==> src/rtl/dsram_wbuf_resp.sv <==
// Data-SRAM responder with a posted write buffer in front of a shared,
// arbitrated single-port memory. Loads take one cycle, with bytes forwarded
// from undrained stores; stores are queued and drained whenever no load
// needs the memory port.
module dsram_wbuf_resp #(
    parameter int DEPTH = 4,
    parameter int AW    = 16
) (
    input  logic          clk,
    input  logic          rst,
    input  logic          data_sram_en,
    input  logic [3:0]    data_sram_wen,
    input  logic [31:0]   data_sram_addr,
    input  logic [31:0]   data_sram_wdata,
    output logic [31:0]   data_sram_rdata,
    output logic          stallreq_for_mem,
    output logic          mem_req,
    output logic [3:0]    mem_we,
    output logic [AW-1:0] mem_addr,
    output logic [31:0]   mem_wdata,
    input  logic          mem_gnt,
    input  logic [31:0]   mem_rdata
);

    localparam int PW = $clog2(DEPTH);
    localparam int CW = PW + 1;

    // Overlay the enabled bytes of fwd onto base.
    function automatic logic [31:0] merge_bytes(input logic [3:0]  mask,
                                                input logic [31:0] fwd,
                                                input logic [31:0] base);
        logic [31:0] r;
        r = base;
        for (int b = 0; b < 4; b++) begin
            if (mask[b]) r[8*b +: 8] = fwd[8*b +: 8];
        end
        return r;
    endfunction

    // Write-buffer storage (data only; validity is implied by the pointers).
    logic [AW-1:0] buf_addr [DEPTH];
    logic [3:0]    buf_be   [DEPTH];
    logic [31:0]   buf_data [DEPTH];

    // Buffer control.
    logic [PW-1:0] wr_ptr;
    logic [PW-1:0] rd_ptr;
    logic [CW-1:0] count;

    // Request decode, stage 0.
    logic [AW-1:0] req_addr_p0;
    logic          load_p0;
    logic          store_p0;
    logic          drain_p0;
    logic          full;
    logic          push;
    logic          pop;
    logic          ld_acc_p0;
    logic [3:0]    fwd_mask_p0;
    logic [31:0]   fwd_data_p0;
    logic [PW-1:0] idx;

    // Load result, stage 1.
    logic          vld_p1;
    logic [3:0]    fwd_mask_p1;
    logic [31:0]   fwd_data_p1;

    // Address bits outside the word address are intentionally ignored.
    logic unused_addr_bits;
    assign unused_addr_bits = ^{data_sram_addr[31:AW+2], data_sram_addr[1:0]};

    assign req_addr_p0 = data_sram_addr[AW+1:2];

    // ---- stage 0: classify request and decide push / pop / accept ----
    // Loads own the memory port; a drain only runs when no load is present.
    always_comb begin
        load_p0   = data_sram_en && (data_sram_wen == 4'b0000);
        store_p0  = data_sram_en && (data_sram_wen != 4'b0000);
        full      = (count == CW'(DEPTH));
        drain_p0  = !load_p0 && (count != '0);
        push      = store_p0 && !full;
        pop       = drain_p0 && mem_gnt;
        ld_acc_p0 = load_p0 && mem_gnt;
    end

    // Drive the memory port and the stall request; everything is quiet in reset.
    always_comb begin
        mem_req          = 1'b0;
        mem_we           = 4'b0000;
        mem_addr         = '0;
        mem_wdata        = 32'h0;
        stallreq_for_mem = 1'b0;
        if (!rst) begin
            if (load_p0) begin
                mem_req  = 1'b1;
                mem_addr = req_addr_p0;
            end else if (drain_p0) begin
                mem_req   = 1'b1;
                mem_we    = buf_be[rd_ptr];
                mem_addr  = buf_addr[rd_ptr];
                mem_wdata = buf_data[rd_ptr];
            end
            // A full buffer stalls a store even if the oldest entry drains now.
            stallreq_for_mem = (load_p0 && !mem_gnt) || (store_p0 && full);
        end
    end

    // Walk the buffer oldest to newest so the newest matching store wins per byte.
    always_comb begin
        fwd_mask_p0 = 4'b0000;
        fwd_data_p0 = 32'h0;
        idx         = '0;
        for (int k = 0; k < DEPTH; k++) begin
            idx = rd_ptr + PW'(k);
            if ((CW'(k) < count) && (buf_addr[idx] == req_addr_p0)) begin
                fwd_mask_p0 = fwd_mask_p0 | buf_be[idx];
                fwd_data_p0 = merge_bytes(buf_be[idx], buf_data[idx], fwd_data_p0);
            end
        end
    end

    // Pointer, occupancy and read-pending control; reset discards buffered stores.
    always_ff @(posedge clk or posedge rst) begin
        if (rst) begin
            wr_ptr <= '0;
            rd_ptr <= '0;
            count  <= '0;
            vld_p1 <= 1'b0;
        end else begin
            if (push) wr_ptr <= wr_ptr + PW'(1);
            if (pop)  rd_ptr <= rd_ptr + PW'(1);
            count  <= count + CW'(push) - CW'(pop);
            vld_p1 <= ld_acc_p0;
        end
    end

    // ---- stage 0 -> stage 1: buffer writes and forward capture ----
    // Buffer contents and the forward snapshot need no reset; validity lives in control.
    always_ff @(posedge clk) begin
        if (push) begin
            buf_addr[wr_ptr] <= req_addr_p0;
            buf_be[wr_ptr]   <= data_sram_wen;
            buf_data[wr_ptr] <= data_sram_wdata;
        end
        if (ld_acc_p0) begin
            fwd_mask_p1 <= fwd_mask_p0;
            fwd_data_p1 <= fwd_data_p0;
        end
    end

    // ---- stage 1: merge forwarded bytes over the memory read data ----
    // Returns zero whenever no load result is due.
    always_comb begin
        data_sram_rdata = 32'h0;
        if (vld_p1 && !rst) begin
            data_sram_rdata = merge_bytes(fwd_mask_p1, fwd_data_p1, mem_rdata);
        end
    end

endmodule

==> config.mk <==
export PLATFORM = sky130hd
export DESIGN_NAME = dsram_wbuf_resp
export DESIGN_NICKNAME = d
export VERILOG_FILES = /design/src/rtl/dsram_wbuf_resp.sv
export SDC_FILE = /design/constraint.sdc
export NUM_CORES = 1
export LEC_CHECK = 0
export CAP_MARGIN = 0
export CORE_AREA = 2 2 178 180
export CTS_CLUSTER_SIZE = 10
export DETAILED_ROUTE_END_ITERATION = 10
export DIE_AREA = 0 0 180 182
export PLACE_DENSITY = 0.77
export SLEW_MARGIN = 5
export SYNTH_ARGS = -nofsm -noshare
export SYNTH_HDL_FRONTEND = slang
export SYNTH_SLANG_ARGS = --single-unit
==> constraint.sdc <==
create_clock -name clk -period 3.33 [get_ports clk]
set_clock_uncertainty 0.1 [all_clocks]
set_input_delay 0.666 -clock clk [delete_from_list [all_inputs] [get_ports clk]]
set_output_delay 0.666 -clock clk [all_outputs]
set_load 0.02 [all_outputs]
# Yosys cells after proc, flatten, opt, wreduce, memory -nomap -nowiden

Memory sizes are Yosys's and may differ from the RTL's.
Index checks and enable logic that the tools add are counted.

Register bits after elaboration: 44
Bits in writable memories: 208
Bits of input ports: 104
Output and inout bits: 86
Logic and storage cells: 92
Memories: 3

Add/subtract/negate cells: 6
Magnitude comparators: 4
Eq/ne operators: 5
Muxes and demuxes: 44
Bitwise operators: 3
Reductions and logical operators: 21

Memories:

| memory   | words | width | read ports | clocked after Yosys merged registers in | write ports | line | RTL |
|---|---|---|---|---|---|---|---|
| buf_data | 4     | 32    | 4          | 0                                       | 1           | 43   | `logic [31:0] buf_data [DEPTH];` |
| buf_addr | 4     | 16    | 4          | 0                                       | 1           | 41   | `logic [AW-1:0] buf_addr [DEPTH];` |
| buf_be   | 4     | 4     | 4          | 0                                       | 1           | 42   | `logic [3:0] buf_be [DEPTH];` |

Operators with widths:

| kind                                                                | number |
|---|---|
| 32-bit 2-to-1 mux                                                   | 8 |
| 8-bit 2-to-1 mux                                                    | 20 |
| 16-bit == test                                                      | 4 |
| 16-bit 2-to-1 mux                                                   | 3 |
| 4-bit 2-to-1 mux                                                    | 7 |
| 1-bit logical AND                                                   | 13 |
| 4-bit bitwise OR                                                    | 3 |
| 1-bit by 3-bit < comparator with 1-bit output, first input constant | 2 |
| 2-bit by 3-bit < comparator with 1-bit output, first input constant | 2 |
| 1-bit 2-to-1 mux                                                    | 6 |
| 2-bit by 1-bit adder with 2-bit output, second input constant       | 2 |
| 2-bit adder, second input constant                                  | 2 |
| 1-bit zero test                                                     | 4 |
| 4-bit zero test                                                     | 1 |
| 4-bit nonzero test                                                  | 1 |
| 3-bit by 1-bit adder with 3-bit output                              | 1 |
| 3-bit == test, second input constant                                | 1 |
| 3-bit nonzero test                                                  | 1 |
| 3-bit by 1-bit subtractor with 3-bit output                         | 1 |
| 1-bit logical OR                                                    | 1 |

# Depth between registers and ports, before layout

An unclocked memory read counts as a cell.

Word-level depth: 10
Mapped depth: 14
Depth with buffers taken out: 10

# Least setup slack after synthesis

Ideal clock, no wire load.

Path type: register to output
Start: register rd_ptr[1]
End: output port mem_wdata[24]
Arrival: 2.852 ns
Required time: 2.564 ns
Slack: -0.288 ns
Stages on the path, launching flop included: 13
Buffers on the path: 10
Cell sequence: dfrtp_1 > buf_4 > buf_6 > buf_6 > buf_6 > buf_6 > buf_2 > buf_2 > buf_2 > buf_1 > clkbuf_1 > nor2_1 > nor3b_1

Longest elaborated chain between the ends: 4

Ends and longest elaborated chain:

| element                | line | RTL |
|---|---|---|
| from (decl)            | 47   | `logic [PW-1:0] rd_ptr;` |
| from (signal assigned) | 131  | `if (pop) rd_ptr <= rd_ptr + PW'(1);` |
| memory 4 x 32 bit      | n/a  |  |
| 32-bit 2-to-1 mux      | 97   | `end else if (drain_p0) begin` |
| 32-bit 2-to-1 mux      | 94   | `if (load_p0) begin` |
| 32-bit 2-to-1 mux      | 93   | `if (!rst) begin` |
| to (decl)              | 20   | `output logic [31:0] mem_wdata,` |

Every way passes these cells.

# Worst setup path after layout

Start: register rd_ptr[0]
End: register fwd_data_p1[5] (data pin)

Longest elaborated chain between the ends: 10
Elaborated cells on any way between the ends: 22
Classes of those cells: 3 x add/sub; 4 x eq/ne; 8 x mux; 4 x reduce/logical; 3 x memory

Ends and longest elaborated chain:

| element                                                                   | line | RTL |
|---|---|---|
| parallel branches: the longest is 9 deep, another holds memory 4 x 16 bit | n/a  |  |
| 32-bit 2-to-1 mux (*)                                                     | 115  | `if ((CW'(k) < count) && (buf_addr[idx] == req_addr_p0)) begin` |
| net fwd_data_p0[5]                                                        | 60   | `logic [31:0] fwd_data_p0;` |
| to (signal assigned)                                                      | 147  | `fwd_data_p1 <= fwd_data_p0;` |
| to (decl)                                                                 | 66   | `logic [31:0] fwd_data_p1;` |

Mark *: on every way through the listed nets, which the timed path passes.
A chain may end at the register's enable or synchronous reset.

==> summary.txt <==
status: complete, but fails checks
violated checks: setup timing
Fmax: 0.2908 GHz
FF-to-FF path depth: 12
total core area: 0.03099 sq mm
Initial Util: 50.99%
WL/cell: 22.67 um
CTS tree: built
die width: 180 um
CP Class: reg -> reg
final-stage net count: 1739
drt total wl: 46.52 mm
vias in the first global route: 12870
routability cong.: 0.9196
worst vdd ir: 0.4721 mV
post-synthesis net count: 1440
clk buf depth: 3
Crit Path Max Fanout: 4
Mapped Cells: 1327
R2R Path Start: rd_ptr[0]$_DFFE_PP0P_
clk_lat worst skew: 560 ps
PnR worst setup slack: -108.4 ps
Sink Count: 252
WHS: 500.7 ps
Buffers on Ports: 173
initial antenna violation count: 1
Area Overhead vs Synth: 31.45%
# fillers: 2137
Leak Pwr: 7.902 nW
Final ANT Viol Nets: 0
Clk Tree Root Cell: clkbuf_16
Synth top cells by count: edfxtp_1, nand2_1, mux2i_1
#FFs+latches synth: 252
Worst Path Arrival: 3680 ps
number of synthesized flops with an enable pin: 244
synth top area cells: edfxtp_1, mux2i_1, mux2_2, mux4_2, nand2_1
TritonRoute pass-1 iters: 8
pre-CTS setup slack: -911.4 ps
Post-Route M1 WL: 18.06 mm
power per cell area: 794.8 mW/mm^2
r2r setup slk: -110 ps
Iter 0 DRT Violations: 1619
first-pass GRT wire length: 71.15 mm
Final min period: 3438 ps
Slew Limit Fails: 0
total CTS buffers: 29
Relative slew margins: 57.62%
# rows: 65
Reg-to-Reg End: fwd_data_p1[5]$_DFFE_PP_
layout cells sized above 1: 29.71%
GRT overflow: 0
via count: 12740
die area: 0.03276 sq mm
ys async rst share: 3.175%
Synth cell types: 74
Seq/Total Area, Yosys: 47.64%
Final period util: 103.3%
yosys warns: 0
num ports: 190
Yosys top cell area share: 46.37%
critical path startpoint category: flop
chip height: 182 um
worst hold path type: in -> async
RSZ-0062 raised after global routing: true
top layer used by detailed routing: met4
cell area after synthesis: 0.01580 sq mm
vias per cell: 6.206
Yosys top cell by area: edfxtp_1
Crit path required time: 3580 ps
drt drc: 0
max-cap viol count: 0
actual slew at the worst max-slew pin: 635.7 ps
hpwl dp: 29.09 mm
largest net degree at the start of global routing: 65
met2 WL: 22.84 mm
wire length on met3: 4.036 mm
cell with the most instances after synthesis: edfxtp_1
Avg Cell Area, Syn: 11.91 sq um
All-Layer GR Usage: 27.40%
final setup fails: 28
prevailing post-synth register cell: edfxtp_1
CTS clk-pin slew, worst paths: 60 ps
H-tree levels: 1
Setup crit end kind: flop
Fin. Hold Viols: 0
-- flip-flops by register name, indices dropped and copies added (netlist names) --
name and count:
buf_addr 64, buf_be 16, buf_data 128, count 3
fwd_data_p1 32, fwd_mask_p1 4, rd_ptr 2, vld_p1 1
wr_ptr 2
-- timing repair --
action | in CTS | in global routing
hold buffers | 0 | 0
pin swaps | 10 | 18
endpoints found under the setup margin | 88 | 78
resized for setup | 209 | 81
setup buffers | 16 | 11
cloned | 6 | 1
-- cells in the final DEF (no fill, tap or decap), types with 7 or more instances in the layout --
cell type / instances
clkdlybuf4s15_2: 18
o21ai_0: 85
clkbuf_16: 29
ha_1: 8
buf_4: 146
nor4_4: 12
a211oi_1: 21
mux4_2: 28
a211o_1: 7
mux2i_1: 139
nor2_1: 93
buf_6: 19
edfxtp_1: 244
clkdlybuf4s50_1: 117
nand4b_1: 29
dlygate4sd2_1: 9
xor2_1: 23
nor3_1: 8
clkbuf_1: 22
or2_2: 7
a22o_1: 11
buf_12: 26
nand2_1: 158
a222oi_1: 25
mux2_2: 73
mux4_1: 7
and2_1: 12
a21oi_1: 9
inv_1: 16
nand4_1: 11
buf_2: 20
nor3b_2: 29
xnor2_1: 38
-- worst max-delay path by stage --
stage                     startpoint                   endpoint  slack (ps)
2_1_floorplan  rd_ptr[0]$_DFFE_PP0P_              mem_wdata[10]          50
6_report       rd_ptr[0]$_DFFE_PP0P_   fwd_data_p1[5]$_DFFE_PP_        -110
4_1_cts        rd_ptr[0]$_DFFE_PP0P_  fwd_data_p1[27]$_DFFE_PP_         -20
5_1_grt        rd_ptr[0]$_DFFE_PP0P_   fwd_data_p1[5]$_DFFE_PP_        -230
3_3_place_gp        data_sram_wen[0]                  mem_we[0]        -820
3_5_place_dp        data_sram_wen[0]                  mem_we[1]        -910
-- per-layer routing --
layer	global-route usage, %	vias to the layer above
li1	-	5705
met1	35.48	6197
met2	46.71	710
met3	4.091	123
met4	10.37	0
met5	0	-
-- area by class of cell --
cell class	count	area (sq um)	share of cell area [%]
multi-input combinational	951	8078	38.89
inverter	18	68.82	0.3313
clock buffer	52	822.0	3.958
tap	402	503.0	2.422
antenna	1	2.502	0.01205
clock inverter	2	50.05	0.2410
sequential	252	7535	36.28
timing repair buffer	374	3711	17.87
-- kinds of logic after synthesis --
kind of cell	share of synthesized area (%)
mux	20.12
simple gates	13.76
compound gates	9.479
fa+ha+maj	0.7602
xor+xnor	3.437
flops	47.64
buf+inv	4.807
-- report_power, final --
part           switching [W]  internal [W]  total (W)
clock                0.00123       0.00173    0.00296
combinational        0.00497       0.00418    0.00914
sequential          0.000326       0.00408    0.00440
-- critical path, stage by stage (launching register included) --
cell      delay (ps)
dfrtp_4          520
buf_12           150
buf_8            120
mux2_4           310
a222oi_1         410
nand4_1          140
mux2_4           330
buf_6            140
nor4_4           270
buf_6            170
buf_12           110
a211oi_4          30
a222oi_1         390
-- metrics by stage --
| stage | utilization [%] | total power (W) | instance area, sq um | setup TNS, ps | cells |
|---|---|---|---|---|---|
| 6_report | 67.03 | 0.01651 | 20770 | -871.8 | 2052 |
| 5_1_grt | 67.02 | 0.01730 | 20770 | -4579 | 2051 |
| 3_5_place_dp | 61.32 | 0.01257 | 19000 | -62000 | 1964 |
| 3_3_place_gp | 61.32 | 0.01234 | 19000 | -53660 | 1964 |
| 2_1_floorplan | - | 0.01013 | 15950 | 0 | 1327 |
| 4_1_cts | 65.80 | 0.01612 | 20390 | -61.21 | 2040 |
No activity file was read; power rests on OpenSTA's default activity.
